**config.mk**
```make
export PLATFORM = sky130hd
export DESIGN_NAME = alarm_ctrl
export DESIGN_NICKNAME = d
export VERILOG_FILES = /design/src/rtl/alarm_pkg.sv /design/src/rtl/alarm_time_reg.sv /design/src/rtl/alarm_ctrl.sv
export SDC_FILE = /design/constraint.sdc
export NUM_CORES = 1
export LEC_CHECK = 0
export CAP_MARGIN = 20
export CORE_MARGIN = 8
export CORE_UTILIZATION = 45
export CTS_BUF_LIST = sky130_fd_sc_hd__clkbuf_8
export CTS_CLUSTER_SIZE = 14
export DETAILED_ROUTE_END_ITERATION = 10
export GPL_ROUTABILITY_DRIVEN = 0
export PLACE_DENSITY = 0.78
export SYNTH_ARGS = -nofsm -noshare
export SYNTH_HDL_FRONTEND = slang
export SYNTH_SLANG_ARGS = --single-unit
```
**constraint.sdc**
```tcl
create_clock -name clk -period 3.8 [get_ports clk]
set_input_delay 0.76 -clock clk [delete_from_list [all_inputs] [get_ports clk]]
set_output_delay 0.76 -clock clk [all_outputs]
set_load 0.005 [all_outputs]
```
**src/rtl/alarm_pkg.sv**
```systemverilog
// Shared types and BCD limits for the alarm controller slice.
package alarm_pkg;

    localparam int unsigned MIN_U_W  = 4;
    localparam int unsigned MIN_Z_W  = 3;
    localparam int unsigned HOUR_U_W = 4;
    localparam int unsigned HOUR_Z_W = 2;

    localparam logic [MIN_U_W-1:0]  MIN_U_MAX        = 4'd9;
    localparam logic [MIN_Z_W-1:0]  MIN_Z_MAX        = 3'd5;
    localparam logic [HOUR_U_W-1:0] HOUR_U_MAX       = 4'd9;
    localparam logic [HOUR_Z_W-1:0] HOUR_Z_MAX       = 2'd2;
    localparam logic [HOUR_U_W-1:0] HOUR_U_MAX_AT_20 = 4'd3;

    typedef enum logic [1:0] {
        OFF     = 2'd0,
        ARMED   = 2'd1,
        RINGING = 2'd2,
        SNOOZE  = 2'd3
    } state_t;

    // True when the digits form a legal 24 h time (00:00 .. 23:59).
    function automatic logic bcd_time_valid(
        input logic [HOUR_Z_W-1:0] zh,
        input logic [HOUR_U_W-1:0] uh,
        input logic [MIN_Z_W-1:0]  zm,
        input logic [MIN_U_W-1:0]  um
    );
        return (zh <= HOUR_Z_MAX) && (uh <= HOUR_U_MAX) &&
               ((zh != HOUR_Z_MAX) || (uh <= HOUR_U_MAX_AT_20)) &&
               (zm <= MIN_Z_MAX) && (um <= MIN_U_MAX);
    endfunction

endpackage

```
**src/rtl/alarm_time_reg.sv**
```systemverilog
// Alarm time storage: validates set requests, flags rejects, compares against current time.
module alarm_time_reg
    import alarm_pkg::*;
(
    input  logic                clk,
    input  logic                rst_n,
    input  logic                i_set,
    input  logic [MIN_U_W-1:0]  i_u_min_set,
    input  logic [MIN_Z_W-1:0]  i_z_min_set,
    input  logic [HOUR_U_W-1:0] i_u_hour_set,
    input  logic [HOUR_Z_W-1:0] i_z_hour_set,
    input  logic [MIN_U_W-1:0]  i_u_min,
    input  logic [MIN_Z_W-1:0]  i_z_min,
    input  logic [HOUR_U_W-1:0] i_u_hour,
    input  logic [HOUR_Z_W-1:0] i_z_hour,
    output logic [MIN_U_W-1:0]  o_u_min_alm,
    output logic [MIN_Z_W-1:0]  o_z_min_alm,
    output logic [HOUR_U_W-1:0] o_u_hour_alm,
    output logic [HOUR_Z_W-1:0] o_z_hour_alm,
    output logic                o_valid_load,
    output logic                o_set_err,
    output logic                o_match
);

    logic [MIN_U_W-1:0]  r_u_min;
    logic [MIN_Z_W-1:0]  r_z_min;
    logic [HOUR_U_W-1:0] r_u_hour;
    logic [HOUR_Z_W-1:0] r_z_hour;
    logic                r_set_err;
    logic                w_valid;

    assign w_valid = bcd_time_valid(i_z_hour_set, i_u_hour_set, i_z_min_set, i_u_min_set);

    always_ff @(posedge clk or negedge rst_n) begin
        if (!rst_n) begin
            r_u_min   <= '0;
            r_z_min   <= '0;
            r_u_hour  <= '0;
            r_z_hour  <= '0;
            r_set_err <= 1'b0;
        end else begin
            r_set_err <= i_set && !w_valid;
            if (i_set && w_valid) begin
                r_u_min  <= i_u_min_set;
                r_z_min  <= i_z_min_set;
                r_u_hour <= i_u_hour_set;
                r_z_hour <= i_z_hour_set;
            end
        end
    end

    assign o_valid_load = i_set && w_valid;
    assign o_set_err    = r_set_err;
    assign o_match      = (i_u_min == r_u_min) && (i_z_min == r_z_min) &&
                          (i_u_hour == r_u_hour) && (i_z_hour == r_z_hour);
    assign o_u_min_alm  = r_u_min;
    assign o_z_min_alm  = r_z_min;
    assign o_u_hour_alm = r_u_hour;
    assign o_z_hour_alm = r_z_hour;

endmodule

```
**src/rtl/alarm_ctrl.sv**
```systemverilog
// Alarm ring/snooze state machine with minute-based snooze and ring timeout.
module alarm_ctrl
    import alarm_pkg::*;
#(
    parameter int unsigned SNOOZE_MIN       = 5,
    parameter int unsigned RING_TIMEOUT_MIN = 10,
    parameter int unsigned MAX_SNOOZE       = 3
) (
    input  logic                clk,
    input  logic                rst_n,
    input  logic                tick_min,
    input  logic [MIN_U_W-1:0]  u_min,
    input  logic [MIN_Z_W-1:0]  z_min,
    input  logic [HOUR_U_W-1:0] u_hour,
    input  logic [HOUR_Z_W-1:0] z_hour,
    input  logic                alarm_on,
    input  logic                set_alarm,
    input  logic [MIN_U_W-1:0]  u_min_set,
    input  logic [MIN_Z_W-1:0]  z_min_set,
    input  logic [HOUR_U_W-1:0] u_hour_set,
    input  logic [HOUR_Z_W-1:0] z_hour_set,
    input  logic                btn_snooze,
    input  logic                btn_stop,
    output logic                ring,
    output logic                snoozing,
    output logic [MIN_U_W-1:0]  u_min_alm,
    output logic [MIN_Z_W-1:0]  z_min_alm,
    output logic [HOUR_U_W-1:0] u_hour_alm,
    output logic [HOUR_Z_W-1:0] z_hour_alm,
    output logic                set_err
);

    localparam logic [3:0] LP_SNOOZE_MIN = 4'(SNOOZE_MIN);
    localparam logic [3:0] LP_RING_TO    = 4'(RING_TIMEOUT_MIN);
    localparam logic [2:0] LP_MAX_SNZ    = 3'(MAX_SNOOZE);

    state_t     r_state;
    state_t     w_state_nxt;
    logic [3:0] r_min_cnt;
    logic [3:0] w_min_nxt;
    logic [3:0] w_min_inc;
    logic [2:0] r_snz_cnt;
    logic [2:0] w_snz_nxt;
    logic       r_tick_d;
    logic       r_ring;
    logic       r_snoozing;
    logic       w_valid_load;
    logic       w_match;
    logic       w_hit;

    alarm_time_reg u_time_reg (
        .clk          (clk),
        .rst_n        (rst_n),
        .i_set        (set_alarm),
        .i_u_min_set  (u_min_set),
        .i_z_min_set  (z_min_set),
        .i_u_hour_set (u_hour_set),
        .i_z_hour_set (z_hour_set),
        .i_u_min      (u_min),
        .i_z_min      (z_min),
        .i_u_hour     (u_hour),
        .i_z_hour     (z_hour),
        .o_u_min_alm  (u_min_alm),
        .o_z_min_alm  (z_min_alm),
        .o_u_hour_alm (u_hour_alm),
        .o_z_hour_alm (z_hour_alm),
        .o_valid_load (w_valid_load),
        .o_set_err    (set_err),
        .o_match      (w_match)
    );

    // Delayed tick sees the time counter after its increment; a plain load never hits.
    assign w_hit     = r_tick_d && w_match;
    assign w_min_inc = (r_min_cnt == 4'hF) ? r_min_cnt : r_min_cnt + 4'd1;

    always_comb begin
        w_state_nxt = r_state;
        w_min_nxt   = r_min_cnt;
        w_snz_nxt   = r_snz_cnt;
        if (r_state == OFF) begin
            if (alarm_on) w_state_nxt = ARMED;
        end else if (!alarm_on) begin
            w_state_nxt = OFF;
            w_min_nxt   = '0;
            w_snz_nxt   = '0;
        end else if (w_valid_load) begin
            if (r_state == RINGING || r_state == SNOOZE) begin
                w_state_nxt = ARMED;
                w_snz_nxt   = '0;
            end
        end else begin
            unique case (r_state)
                ARMED: begin
                    if (!btn_stop && !btn_snooze && !tick_min && w_hit) begin
                        w_state_nxt = RINGING;
                        w_min_nxt   = '0;
                        w_snz_nxt   = '0;
                    end
                end
                RINGING: begin
                    if (btn_stop) begin
                        w_state_nxt = ARMED;
                    end else if (btn_snooze && (r_snz_cnt < LP_MAX_SNZ)) begin
                        w_state_nxt = SNOOZE;
                        w_snz_nxt   = r_snz_cnt + 3'd1;
                        w_min_nxt   = '0;
                    end else if (tick_min) begin
                        w_min_nxt = w_min_inc;
                        if (w_min_inc == LP_RING_TO) w_state_nxt = ARMED;
                    end
                end
                SNOOZE: begin
                    if (btn_stop) begin
                        w_state_nxt = ARMED;
                    end else if (tick_min) begin
                        w_min_nxt = w_min_inc;
                        if (w_min_inc == LP_SNOOZE_MIN) begin
                            w_state_nxt = RINGING;
                            w_min_nxt   = '0;
                        end
                    end
                end
                default: ;
            endcase
        end
    end

    always_ff @(posedge clk or negedge rst_n) begin
        if (!rst_n) begin
            r_state    <= OFF;
            r_min_cnt  <= '0;
            r_snz_cnt  <= '0;
            r_tick_d   <= 1'b0;
            r_ring     <= 1'b0;
            r_snoozing <= 1'b0;
        end else begin
            r_state    <= w_state_nxt;
            r_min_cnt  <= w_min_nxt;
            r_snz_cnt  <= w_snz_nxt;
            r_tick_d   <= tick_min;
            r_ring     <= (w_state_nxt == RINGING);
            r_snoozing <= (w_state_nxt == SNOOZE);
        end
    end

    assign ring     = r_ring;
    assign snoozing = r_snoozing;

endmodule

```
=== Word level (Yosys, flattened, before mapping) ===
Index checks and enable logic that the tools add are counted.

* Add/subtract/negate cells: 2
* $lt $le $gt $ge: 6
* Equal/unequal tests: 25
* Muxes and demuxes: 32
* Bitwise gates (word level): 1
* Reductions and logical operators: 23

{| class="wikitable"
|+ Operators with widths
! cell !! number
|-
| $mux W4 || 10
|-
| $mux W2 || 13
|-
| $mux W3 || 6
|-
| $ne A3 B3 Y1 const B || 5
|-
| $logic_and A1 B1 Y1 || 14
|-
| $ne A4 B3 Y1 const B || 3
|-
| $pmux W4 S3 || 1
|-
| $eq A2 B2 Y1 const B || 4
|-
| $eq A4 B4 Y1 || 2
|-
| $eq A4 B4 Y1 const B || 2
|-
| $le A4 B4 Y1 const B || 2
|-
| $ne A4 B1 Y1 const B || 2
|-
| $reduce_and A8 Y1 || 1
|-
| $pmux W2 S3 || 1
|-
| $pmux W3 S2 || 1
|-
| $reduce_and A6 Y1 || 1
|-
| $add A4 B1 Y4 const B || 1
|-
| $eq A4 B3 Y1 const B || 1
|-
| $le A4 B2 Y1 const B || 1
|-
| $logic_not A1 Y1 || 4
|-
| $ne A2 B2 Y1 const B || 2
|-
| $ne A4 B2 Y1 const B || 1
|-
| $add A3 B1 Y3 const B || 1
|-
| $eq A3 B3 Y1 || 1
|-
| other kinds (8) || 9
|}

* Flip-flop bits (word level): 26
* Input port bits: 33
* Output and inout port bits: 16
* Logic and storage cells: 100

=== Longest topological paths before layout ===
* Word-level depth: 12
* Depth in mapped cells: 7
* Depth with buffers taken out: 7

=== Modules after synthesis ===
Synthesis repeated with hierarchy kept, for this count alone.

* Cells, all modules: 162
* Area, all modules: 1,687.9 sq um

{| class="wikitable"
|+ Modules (own cells, without submodules)
! module !! times used !! cells each !! area an instance (sq um) !! sequential area each (sq um)
|-
| alarm_ctrl || 1 || 107 || 938.4 || 300.3
|-
| alarm_time_reg || 1 || 55 || 749.5 || 350.3
|}

=== Worst setup path after synthesis ===
OpenSTA, ideal clock, no wires.

* Kind: input to register
* Start: in btn_stop
* End: reg r_min_cnt[0]
* Library setup time: 0.121 ns
* Data arrival time: 2.298 ns
* Data required time: 3.679 ns
* Setup slack: 1.381 ns
* Cell stages on the path: 6
* Cells stage by stage: nor4b_2 > nand4_1 > or4_4 > a211oi_4 > o31ai_2 > a22o_1

* Longest elaborated chain between the ends: 6
* Elaborated cells on any way between the ends: 8
* Those cells by class: eq/ne (3); reduce/logical (5)

{| class="wikitable"
|+ Ends and longest elaborated chain
! what !! RTL line !! source
|-
| start, declared || alarm_ctrl.sv:23 || <nowiki>input logic btn_stop,</nowiki>
|-
| $logic_not A1 Y1 || alarm_ctrl.sv:94 || <nowiki>if (!btn_stop && !btn_snooze && !tick_min && w_hit) begin</nowiki>
|-
| $logic_and A1 B1 Y1 (3 in series) || alarm_ctrl.sv:94 ||
|-
| $ne A3 B3 Y1 (no line) || n/a ||
|-
| $reduce_and A8 Y1 (no line) * || n/a ||
|-
| end signal, assigned || alarm_ctrl.sv:138 || <nowiki>r_min_cnt <= w_min_nxt;</nowiki>
|-
| end, declared || alarm_ctrl.sv:39 || <nowiki>logic [3:0] r_min_cnt;</nowiki>
|}

Every way passes the cells marked *; elsewhere a longest branch is shown, timed or not.
A chain may end at the register's enable or synchronous reset.

=== Final worst setup path ===
* Start: in btn_stop
* End: reg r_snz_cnt[0]

* Longest elaborated chain between the ends: 6
* Elaborated cells on any way between the ends: 7
* Those cells by class: eq/ne (2); reduce/logical (5)

{| class="wikitable"
|+ Ends and longest elaborated chain
! what !! RTL line !! source
|-
| $logic_not A1 Y1 || alarm_ctrl.sv:94 ||
|-
| $logic_and A1 B1 Y1 (3 in series) || alarm_ctrl.sv:94 ||
|-
| $ne A4 B3 Y1 (no line) || n/a ||
|-
| $reduce_and A6 Y1 (no line) * || n/a ||
|-
| end signal, assigned || alarm_ctrl.sv:139 || <nowiki>r_snz_cnt <= w_snz_nxt;</nowiki>
|-
| end, declared || alarm_ctrl.sv:42 || <nowiki>logic [2:0] r_snz_cnt;</nowiki>
|}

Marks and branches as above.

==> results.sh <==
export IMPL_outcome="finished clean"
export IMPL_clock_sinks=26
export IMPL_multi_input_area_um2=823.3
export IMPL_startpoint_type="primary input"
export IMPL_crit_required_ns=3.96
export IMPL_critPathTopFamily="simple AND/OR/NAND/NOR gates"
export IMPL_ioPinCount=49
export IMPL_placement_io_buffers=48
export IMPL_nNetsFinal=251
export IMPL_placed_cells=255
export IMPL_core_area_mm2=0.003284
export IMPL_synth_xor_area_share_pct=7.533
export IMPL_syn_area_per_cell_um2=9.105
export IMPL_final_common_cell="clkdlybuf4s50_1"
export IMPL_max_freq_ghz=0.3478
export IMPL_seq_area_um2=650.6
export IMPL_clk_pin_slew_ns=0.09
export IMPL_rows=21
export IMPL_hold_path_class="flip-flop to flip-flop"
export IMPL_final_core_util_pct=64.11
export IMPL_cts_resized=0
export IMPL_holdBufCountCts=0
export IMPL_antenna_left=0
export IMPL_cts_buffer_depth=2
export IMPL_grt_pass1_wl_um=6879
export IMPL_ys_types=44
export IMPL_synth_area_leader_cell="dfrtp_1"
export IMPL_die_area_mm2=0.005469
export IMPL_synth_compound_area_share_pct=15.73
export IMPL_p_leak_uw=0.0008741
export IMPL_post_route_drc_count=0
export IMPL_synthSimpleGateAreaFrac_pct=26.49
export IMPL_synthMuxAreaShare_pct=1.407
export IMPL_via_per_inst=5.425
export IMPL_cts_root_buf="clkbuf_8"
export IMPL_tns_ns=0
export IMPL_overflow=0
export IMPL_synth_area_top_cells="dfrtp_1 43%, nand2_1 11%, xnor2_1 7.5%, ha_1 3.3%, nand3_1 2.0%"
export IMPL_powerDensity_mw_per_mm2=371.7
export IMPL_wire_per_inst_um=16.03
export IMPL_cp_end_kind="flip-flop"
export IMPL_worstPathArrival_ns=3.03
export IMPL_tightest_slew_ns=0.8030
export IMPL_cts_tree="built"
export IMPL_slew_headroom_pct=46.27
export IMPL_mostFrequentLayoutCells="48 x clkdlybuf4s50_1, 46 x nand2_1, 26 x dfrtp_1, 13 x xnor2_1, 6 x nand3_1"
export IMPL_cp_max_fo=7
export IMPL_worstSetupPathType="primary input to flip-flop"
export IMPL_antenna_found_initial=0
export IMPL_drt_total_wl_um=4151
export IMPL_yosys_most_used_dff="dfrtp_1"
export IMPL_clk_latency_ns=0.27
export IMPL_grt_max_degree=27
export IMPL_netlist_area_mm2=0.001511
export IMPL_synth_adder_area_share_pct=3.311
export IMPL_ys_ff_latch=26
export IMPL_cts_buffers=3
export IMPL_vias=1405
export IMPL_skew_ns=0.007457
export IMPL_cpPeakStageDelay_ns=0.57
export IMPL_die_w_um=73.96
export IMPL_syn_inst=166
export IMPL_start_util_pct=46.02
export IMPL_first_pass_iters=4
export IMPL_grt_pass1_vias=1503
export IMPL_yosys_area_top_type_share_pct=43.05
export IMPL_hold_viol_final=0
export IMPL_cp_cell_sequence="clkdlybuf4s50_1, nor4b_2, nand4_1, or4_4, nor2_1, o221ai_1, mux2_2"
export IMPL_layout_cells_non_filler=259
export IMPL_min_period_ns=2.875
export IMPL_setup_viol=0
export IMPL_track_usage_pct=16.24
export IMPL_drt_iter0_drc=92
export IMPL_synth_nets=203
export IMPL_ir_worst_vdd_mv=0.2069
export IMPL_post_route_period_util_pct=75.67
export IMPL_hpwl_um=3263
export IMPL_synth_edf_count=0
export IMPL_async_flop_share_pct=100.0
export IMPL_syn2layout_area_growth_pct=39.32
export IMPL_layout_drive_gt1_share_pct=6.573
export IMPL_ys_warn_count=0
export IMPL_grt_setup_unrepaired="false"
export IMPL_yosysSeqAreaShare_pct=43.05
export IMPL_synth_top_family_by_area="simple AND/OR/NAND/NOR gates"
export IMPL_fillers=295
export IMPL_drv_cap=0
export IMPL_die_y_um=73.96
export IMPL_cts_setup_buffers=0
export IMPL_cp_num_buf_inv=1
export IMPL_slowest_stage="or4_4"
export IMPL_h_tree_depth=1
export IMPL_antenna_cells=0
export IMPL_drv_slew=0
## per-layer routing
layer  wire (um)  up-vias  track usage, %
met5           0        -               0
met4          65        0           6.652
met3         247        8           4.852
met2        2153       49           28.71
met1        1684      672           17.57
li1            -      676               -
## metrics by stage
stage / hold WS, ns / total power [uW] / instance area [um^2] / setup WS [ns]
after detailed placement: 0.5107 / 558.2 / 2034 / 0.6820
after global routing: 0.5647 / 823.4 / 2106 / 0.8304
after global placement: 0.5067 / 553.7 / 2034 / 0.7487
after floorplan: 0.4644 / 424.7 / 1511 / 1.381
final: 0.5261 / 782.6 / 2106 / 0.9246
after CTS: 0.5362 / 789.3 / 2106 / 0.9475
## path summary, 6_finish.rpt
path | from | end | cells after the start | slack [ns]
setup / recovery | btn_stop | r_snz_cnt[0] | 7 | 0.92
hold / removal | u_time_reg.o_u_min_alm[2] | u_time_reg.o_u_min_alm[2] | 2 | 0.53
setup reg to reg | r_min_cnt[0] | r_state[0] | 7 | 1.51
hold reg to reg | u_time_reg.o_u_min_alm[2] | u_time_reg.o_u_min_alm[2] | 2 | 0.53
max in group asynchronous | rst_n | u_time_reg.o_z_hour_alm[1] | 2 | 2.69
min in group asynchronous | rst_n | u_time_reg.o_z_min_alm[0] | 2 | 0.85
## where the power goes
part           leakage, uW  total (uW)  internal [uW]  switching, uW
clock            0.0000357         229            141           87.9
sequential        0.000338         345            310           35.6
combinational     0.000500         208            129           79.5
total             0.000874         783            580            203
## flip-flops by register name (all words and copies together) (netlist names)
signal and cells:
u_time_reg.o_z_min_alm 3, r_snz_cnt 3, r_min_cnt 4, ring 1
u_time_reg.o_u_min_alm 4, r_tick_d 1, snoozing 1, u_time_reg.o_u_hour_alm 4
u_time_reg.o_z_hour_alm 2, r_state 2, u_time_reg.o_set_err 1
## worst min-delay path: stages (launching register included)
cell and delay [ns]:
dfrtp_1 0.38, nand2_1 0.06, nand2_1 0.06
## logic make-up (layout without fill, tap and decap cells)
kind of cell | Yosys count | count (layout)
AND/OR/NAND/NOR | 81 | 81
adder cells (fa/ha/maj) | 4 | 4
flip-flops | 26 | 26
XOR/XNOR | 13 | 13
multiplexers | 2 | 2
AO/OA/AOI/OAI | 30 | 30
buffers and inverters | 10 | 57
## cell usage after synthesis (all sizes together) (2+ instances only)
cell type / count
nand2: 46
dfrtp: 26
xnor2: 13
clkbuf: 6
nand3: 6
o21ai: 5
a21oi: 4
ha: 4
inv: 4
nand4: 4
nor2: 4
nor2b: 4
and2: 3
a22o: 2
a31oi: 2
and3: 2
nand3b: 2
o21a: 2
o31ai: 2
o32ai: 2
## area by class of cell
| type | count | area share, % |
|---|---|---|
| Multi-Input combinational cell | 130 | 39.10 |
| Inverter | 4 | 0.7130 |
| Clock inverter | 1 | 1.426 |
| Tap cell | 46 | 2.733 |
| Clock buffer | 3 | 1.961 |
| Timing Repair Buffer | 49 | 23.17 |
| Sequential cell | 26 | 30.90 |
No activity file was read; power rests on OpenSTA's default activity.
==> RTL edit 1, RTL diff (same flow settings) <==
Put a register stage on the output `u_hour_alm`, with the module's reset. The value now appears one clock later. The other outputs are not delayed to match.
--- a/src/rtl/alarm_ctrl.sv
+++ b/src/rtl/alarm_ctrl.sv
@@ -34,6 +34,8 @@
     localparam logic [3:0] LP_RING_TO    = 4'(RING_TIMEOUT_MIN);
     localparam logic [2:0] LP_MAX_SNZ    = 3'(MAX_SNOOZE);
 
+    logic [HOUR_U_W-1:0] u_hour_alm_d;
+
     state_t     r_state;
     state_t     w_state_nxt;
     logic [3:0] r_min_cnt;
@@ -62,7 +64,7 @@
         .i_z_hour     (z_hour),
         .o_u_min_alm  (u_min_alm),
         .o_z_min_alm  (z_min_alm),
-        .o_u_hour_alm (u_hour_alm),
+        .o_u_hour_alm (u_hour_alm_d),
         .o_z_hour_alm (z_hour_alm),
         .o_valid_load (w_valid_load),
         .o_set_err    (set_err),
@@ -146,5 +148,13 @@
     assign ring     = r_ring;
     assign snoozing = r_snoozing;
 
+    always_ff @(posedge clk or negedge rst_n) begin
+        if (!rst_n) begin
+            u_hour_alm <= '0;
+        end else begin
+            u_hour_alm <= u_hour_alm_d;
+        end
+    end
+
 endmodule
 
Function: changed (a bounded check fails within 4 cycles, from zero or initial values and one cycle with rst_n low).
==> RTL edit 1 against the original RTL <==
- sequential cell count is 4 higher
- critical endpoint is now r_min_cnt[0]
- count of clock-buffer cells in the layout is 3 higher
- setup slack better by 110 ps
- total power is 9.2% higher
- combinational power is 3% lower
- sequential share of layout area is 2.0 points higher
- area after synthesis is 9.1% higher
- register-to-register slack better by 130 ps
- wire length is 4.5% lower
- final area is 8.3% higher
- maximum frequency is 3.9% higher
- critical path depth stayed put
==> RTL edit 1: results (changes against the original RTL) <==
- Hold Crit Depth: 0 (was 2)
- Pre-CTS setup slack: 756 ps (was 682 ps)
- R2R Setup Slk: 1640 ps (was 1510 ps)
- Skew final: 6.31 ps (was 7.46 ps)
- Met3 Use GR: 4.83% (was 4.85%)
- Post-synth top cells: 47 x nand2_1, 30 x dfrtp_1, 13 x xor2_1, 10 x a21oi_1 (was 46 x nand2_1, 26 x dfrtp_1, 13 x xnor2_1, 6 x clkbuf_1, 6 x nand3_1)
- Htree depth: 2 (was 1)
- Metal3 WL: 218 microns (was 247 microns)
- Worst r2r path cells: 6 (was 7)
- Post-synthesis net count: 218 (was 203)
- GRT Total Usage: 14.0% (was 16.2%)
- FF+latch area: 751 sq um (was 651 sq um)
- Filler cells: 318 (was 295)
- Post-Layout Cell Count: 283 (was 259)
- Slowest stage cell on the critical path: or4b_4 (was or4_4)
- Syn_area_per_cell: 9.11 sq um (about the same)
- Clock transition at path regs: 70 ps (was 90 ps)
- Fin Hold WS: 422 ps (was 526 ps)
- CP max stage delay: 590 ps (was 570 ps)
- CTS Buf Count: 5 (was 3)
- P_sw: 0.228 mW (was 0.203 mW)
- Max Fclk: 361 MHz (was 348 MHz)
- Routing usage on met2: 22.8% (was 28.7%)
- Post-DP HPWL: 3070 microns (was 3260 microns)
- First-pass detailed-route iteration total: 5 (was 4)
- Status: complete, no violations (unchanged)
- FF+latch count, synth: 30 (was 26)
- Worst Path Arrival: 2930 ps (was 3030 ps)
- Global-route wire length before repair: 6800 microns (was 6880 microns)
- Share of cells above drive strength 1: 6.38% (was 6.57%)
- RR Endpoint: r_min_cnt[0] (was r_state[0])
- Hold EP: u_hour_alm[3] (was u_time_reg.o_u_min_alm[2])
- Final #Nets: 271 (was 251)
- P_clk: 0.256 mW (was 0.229 mW)
- M1 GR Usage: 16.7% (was 17.6%)
- Overall routed net length: 3960 microns (was 4150 microns)
- Min-delay src: u_time_reg.o_u_hour_alm[3] (was u_time_reg.o_u_min_alm[2])
[RTL edit 1: cell count changes after synthesis, sizes merged, moves of 3 or more]
| cell | delta |
|---|---|
| nor4 | +3 |
| xnor2 | -13 |
| inv | +3 |
| nor3 | +4 |
| a21oi | +6 |
| nor2 | +3 |
| dfrtp | +4 |
| xor2 | +13 |
[RTL edit 1: logic make-up after synthesis]
group	count (synthesis)	synth area share (%)
fa+ha+maj	4	3.04
buf+inv	11	2.50
simple gates	89	26.6
xor+xnor	13	6.90
compound gates	34	15.4
flops	30	45.5
[RTL edit 1: worst max-delay path: cells and delay by family]
family / cells / cell delay, ps
buffers and inverters: 1 / 520
AO/OA/AOI/OAI: 3 / 720
AND/OR/NAND/NOR: 3 / 930
[RTL edit 1: cell type report]
cell class / count / area share [%]
repair buffers: 50 / 21.7
well taps: 48 / 2.63
flip-flops and latches: 30 / 32.9
clock buffers: 6 / 3.62
multi-input cells: 140 / 37.6
clock inverters: 2 / 0.384
inverters: 7 / 1.15
==> RTL edit 2, RTL diff (config.mk and constraints unchanged) <==
Without the edit above. Change the package constant `HOUR_Z_W` from 2 to 4.
--- a/src/rtl/alarm_pkg.sv
+++ b/src/rtl/alarm_pkg.sv
@@ -4,7 +4,7 @@
     localparam int unsigned MIN_U_W  = 4;
     localparam int unsigned MIN_Z_W  = 3;
     localparam int unsigned HOUR_U_W = 4;
-    localparam int unsigned HOUR_Z_W = 2;
+    localparam int unsigned HOUR_Z_W = 4;
 
     localparam logic [MIN_U_W-1:0]  MIN_U_MAX        = 4'd9;
     localparam logic [MIN_Z_W-1:0]  MIN_Z_MAX        = 3'd5;
Ports: changed (resized z_hour, z_hour_alm and z_hour_set); port bits go from 49 to 55. The function was not compared with the original's and may differ.
==> RTL edit 2 against the original RTL <==
- total power up 4.5%
- area after synthesis increased by 3.2%
- first-iteration DRC count shrank 1.1%
- cell count rose by 5.8%
- count of clock-buffer cells in the layout unchanged
- maximum frequency shrank 5.6%
- clock power is 4% higher
- sequential share of layout area is 0.53 points higher
- final area increased by 5.9%
- setup slack lost 170 ps
- sequential cell count rose by 2
- wire length increased by 8.3%
- hold slack better by 9.9 ps
==> RTL edit 2: results (changes against the original RTL) <==
- RR Endpoint: r_min_cnt[0] (was r_state[0])
- Filler cells: 273 (was 295)
- Distinct cells, synth: 41 (was 44)
- WL/cell: 16.4 microns (was 16.0 microns)
- GRT Total Usage: 16.9% (was 16.2%)
- Worst vdd ir: 0.256 mV (was 0.207 mV)
- Skew final: 8.96 ps (was 7.46 ps)
- Worst reg2reg startpoint: r_tick_d (was r_min_cnt[0])
- Clock transition at path regs: approximately 100 ps
- Slew HR: 57.5% (was 46.3%)
- Htree depth: 1 (unchanged)
- Worst r2r path cells: 6 (was 7)
- Placed Cells: 270 (was 255)
- Vias per inst: 5.48 (was 5.42)
- Status: complete, no violations (unchanged)
- CTS Root Buffer Type: clkbuf_8 (unchanged)
- Post-Synth Adder-Cell Area: 3.21% (was 3.31%)
- Global-route wire length before repair: 7290 microns (was 6880 microns)
- Min-delay src: u_time_reg.o_u_min_alm[1] (was u_time_reg.o_u_min_alm[2])
- R2R Setup Slk: 1510 ps (about the same)
- Asr flop ratio synth: 100% (unchanged)
- Initial antenna violation count: 0 (unchanged)
- Fin Hold WS: 536 ps (was 526 ps)
- First-pass detailed-route iteration total: 4 (unchanged)
- Post-DP HPWL: 3460 microns (was 3260 microns)
- Top cells by area, synth: dfrtp_1 45%, nand2_1 12%, xor2_1 8.4%, ha_1 3.2%, nor2_1 2.4% (was dfrtp_1 43%, nand2_1 11%, xnor2_1 7.5%, ha_1 3.3%, nand3_1 2.0%)
- Post-CTS Setup Repair Bufs: 0 (unchanged)
- Hold WC Path Type: reg -> reg (unchanged)
- Clock tree buffer depth: 2 (unchanged)
- Diode count: 0 (unchanged)
- Placed inst area: 2160 sq um (was 2030 sq um)
- Overall routed net length: 4490 microns (was 4150 microns)
- CP max FO: 6 (was 7)
- Leak: 1.03 nW (was 0.874 nW)
- Hold EP: u_time_reg.o_u_min_alm[1] (was u_time_reg.o_u_min_alm[2])
- Syn_area_per_cell: 9.07 sq um (was 9.11 sq um)
- DR iter-0 viols: 91 (was 92)
- YS warnings: 0 (unchanged)
- Worst Path Arrival: 3220 ps (was 3030 ps)
- Post-synthesis compound-gate area fraction: 13.2% (was 15.7%)
- Vias in the first global route: 1481 (was 1503)
- Post-synthesis net count: 213 (was 203)
- Port bufs: 54 (was 48)
- Register area share after synthesis: 44.9% (was 43.0%)
- Post-synthesis xor/xnor area fraction: 8.42% (was 7.53%)
- Crit Path Category: in -> reg (unchanged)
- Worst setup startpoint: btn_stop (unchanged)
- Largest net degree at the start of global routing: 29 (was 27)
- Post-synth top cells: 48 x nand2_1, 28 x dfrtp_1, 15 x xor2_1, 10 x nor2_1, 6 x inv_1 (was 46 x nand2_1, 26 x dfrtp_1, 13 x xnor2_1, 6 x clkbuf_1, 6 x nand3_1)
- Share of cells above drive strength 1: 4.82% (was 6.57%)
- Hold Crit Depth: 2 (unchanged)
- Post-synthesis mux area share: 2.09% (was 1.41%)
[RTL edit 2: changes by cell type in the layout (fill, tap and decap cells not counted), moves of 4 or more]
cell,delta
clkdlybuf4s50_1,+6
nor2_1,+6
nor4_1,+4
xnor2_1,-13
xor2_1,+15
[RTL edit 2: metrics by stage]
| step | util [%] | setup WS (ps) |
|---|---|---|
| floorplan | - | 1240 |
| global placement | 64.7 | 617 |
| detailed placement | 64.7 | 493 |
| CTS | 66.8 | 783 |
| global route | 66.8 | 633 |
| finish | 66.8 | 753 |
[RTL edit 2: kinds of logic after synthesis]
family	count (synthesis)
buffers and inverters	10
adders and majority gates	4
DFF	28
muxes	3
and+or+nand+nor	85
AOI/OAI and AO/OA	27
xor gates and xnor gates	15
[RTL edit 2: cell type report]
type | count | share of cell area (%)
multi-input cells | 134 | 36.9
flip-flops and latches | 28 | 31.4
repair buffers | 56 | 24.9
well taps | 46 | 2.58
clock buffers | 3 | 1.85
clock inverters | 1 | 1.35
inverters | 6 | 1.01
[RTL edit 2: critical path, stage by stage]
cell             delay [ps]
clkdlybuf4s50_1         490
or4b_1                  570
nor4_1                  280
nand4_1                 230
a221oi_2                460
o21ai_1                 150
mux2_2                  290
[RTL edit 2: per-layer routing]
layer  global-route usage [%]  vias to the layer above  share of wire [%]
met1                     19.1                      709                 39
met4                     12.2                        0                4.6
met3                     3.99                       18                5.9
met2                     27.4                       63                 51
met5                        0                        -                  0
li1                         -                      711                  -
[RTL edit 2: power breakdown]
| group | leakage, nW | internal (mW) | switching, mW |
|---|---|---|---|
| clock | 0.0357 | 0.141 | 0.0980 |
| sequential | 0.369 | 0.334 | 0.0350 |
| combinational | 0.627 | 0.129 | 0.0809 |
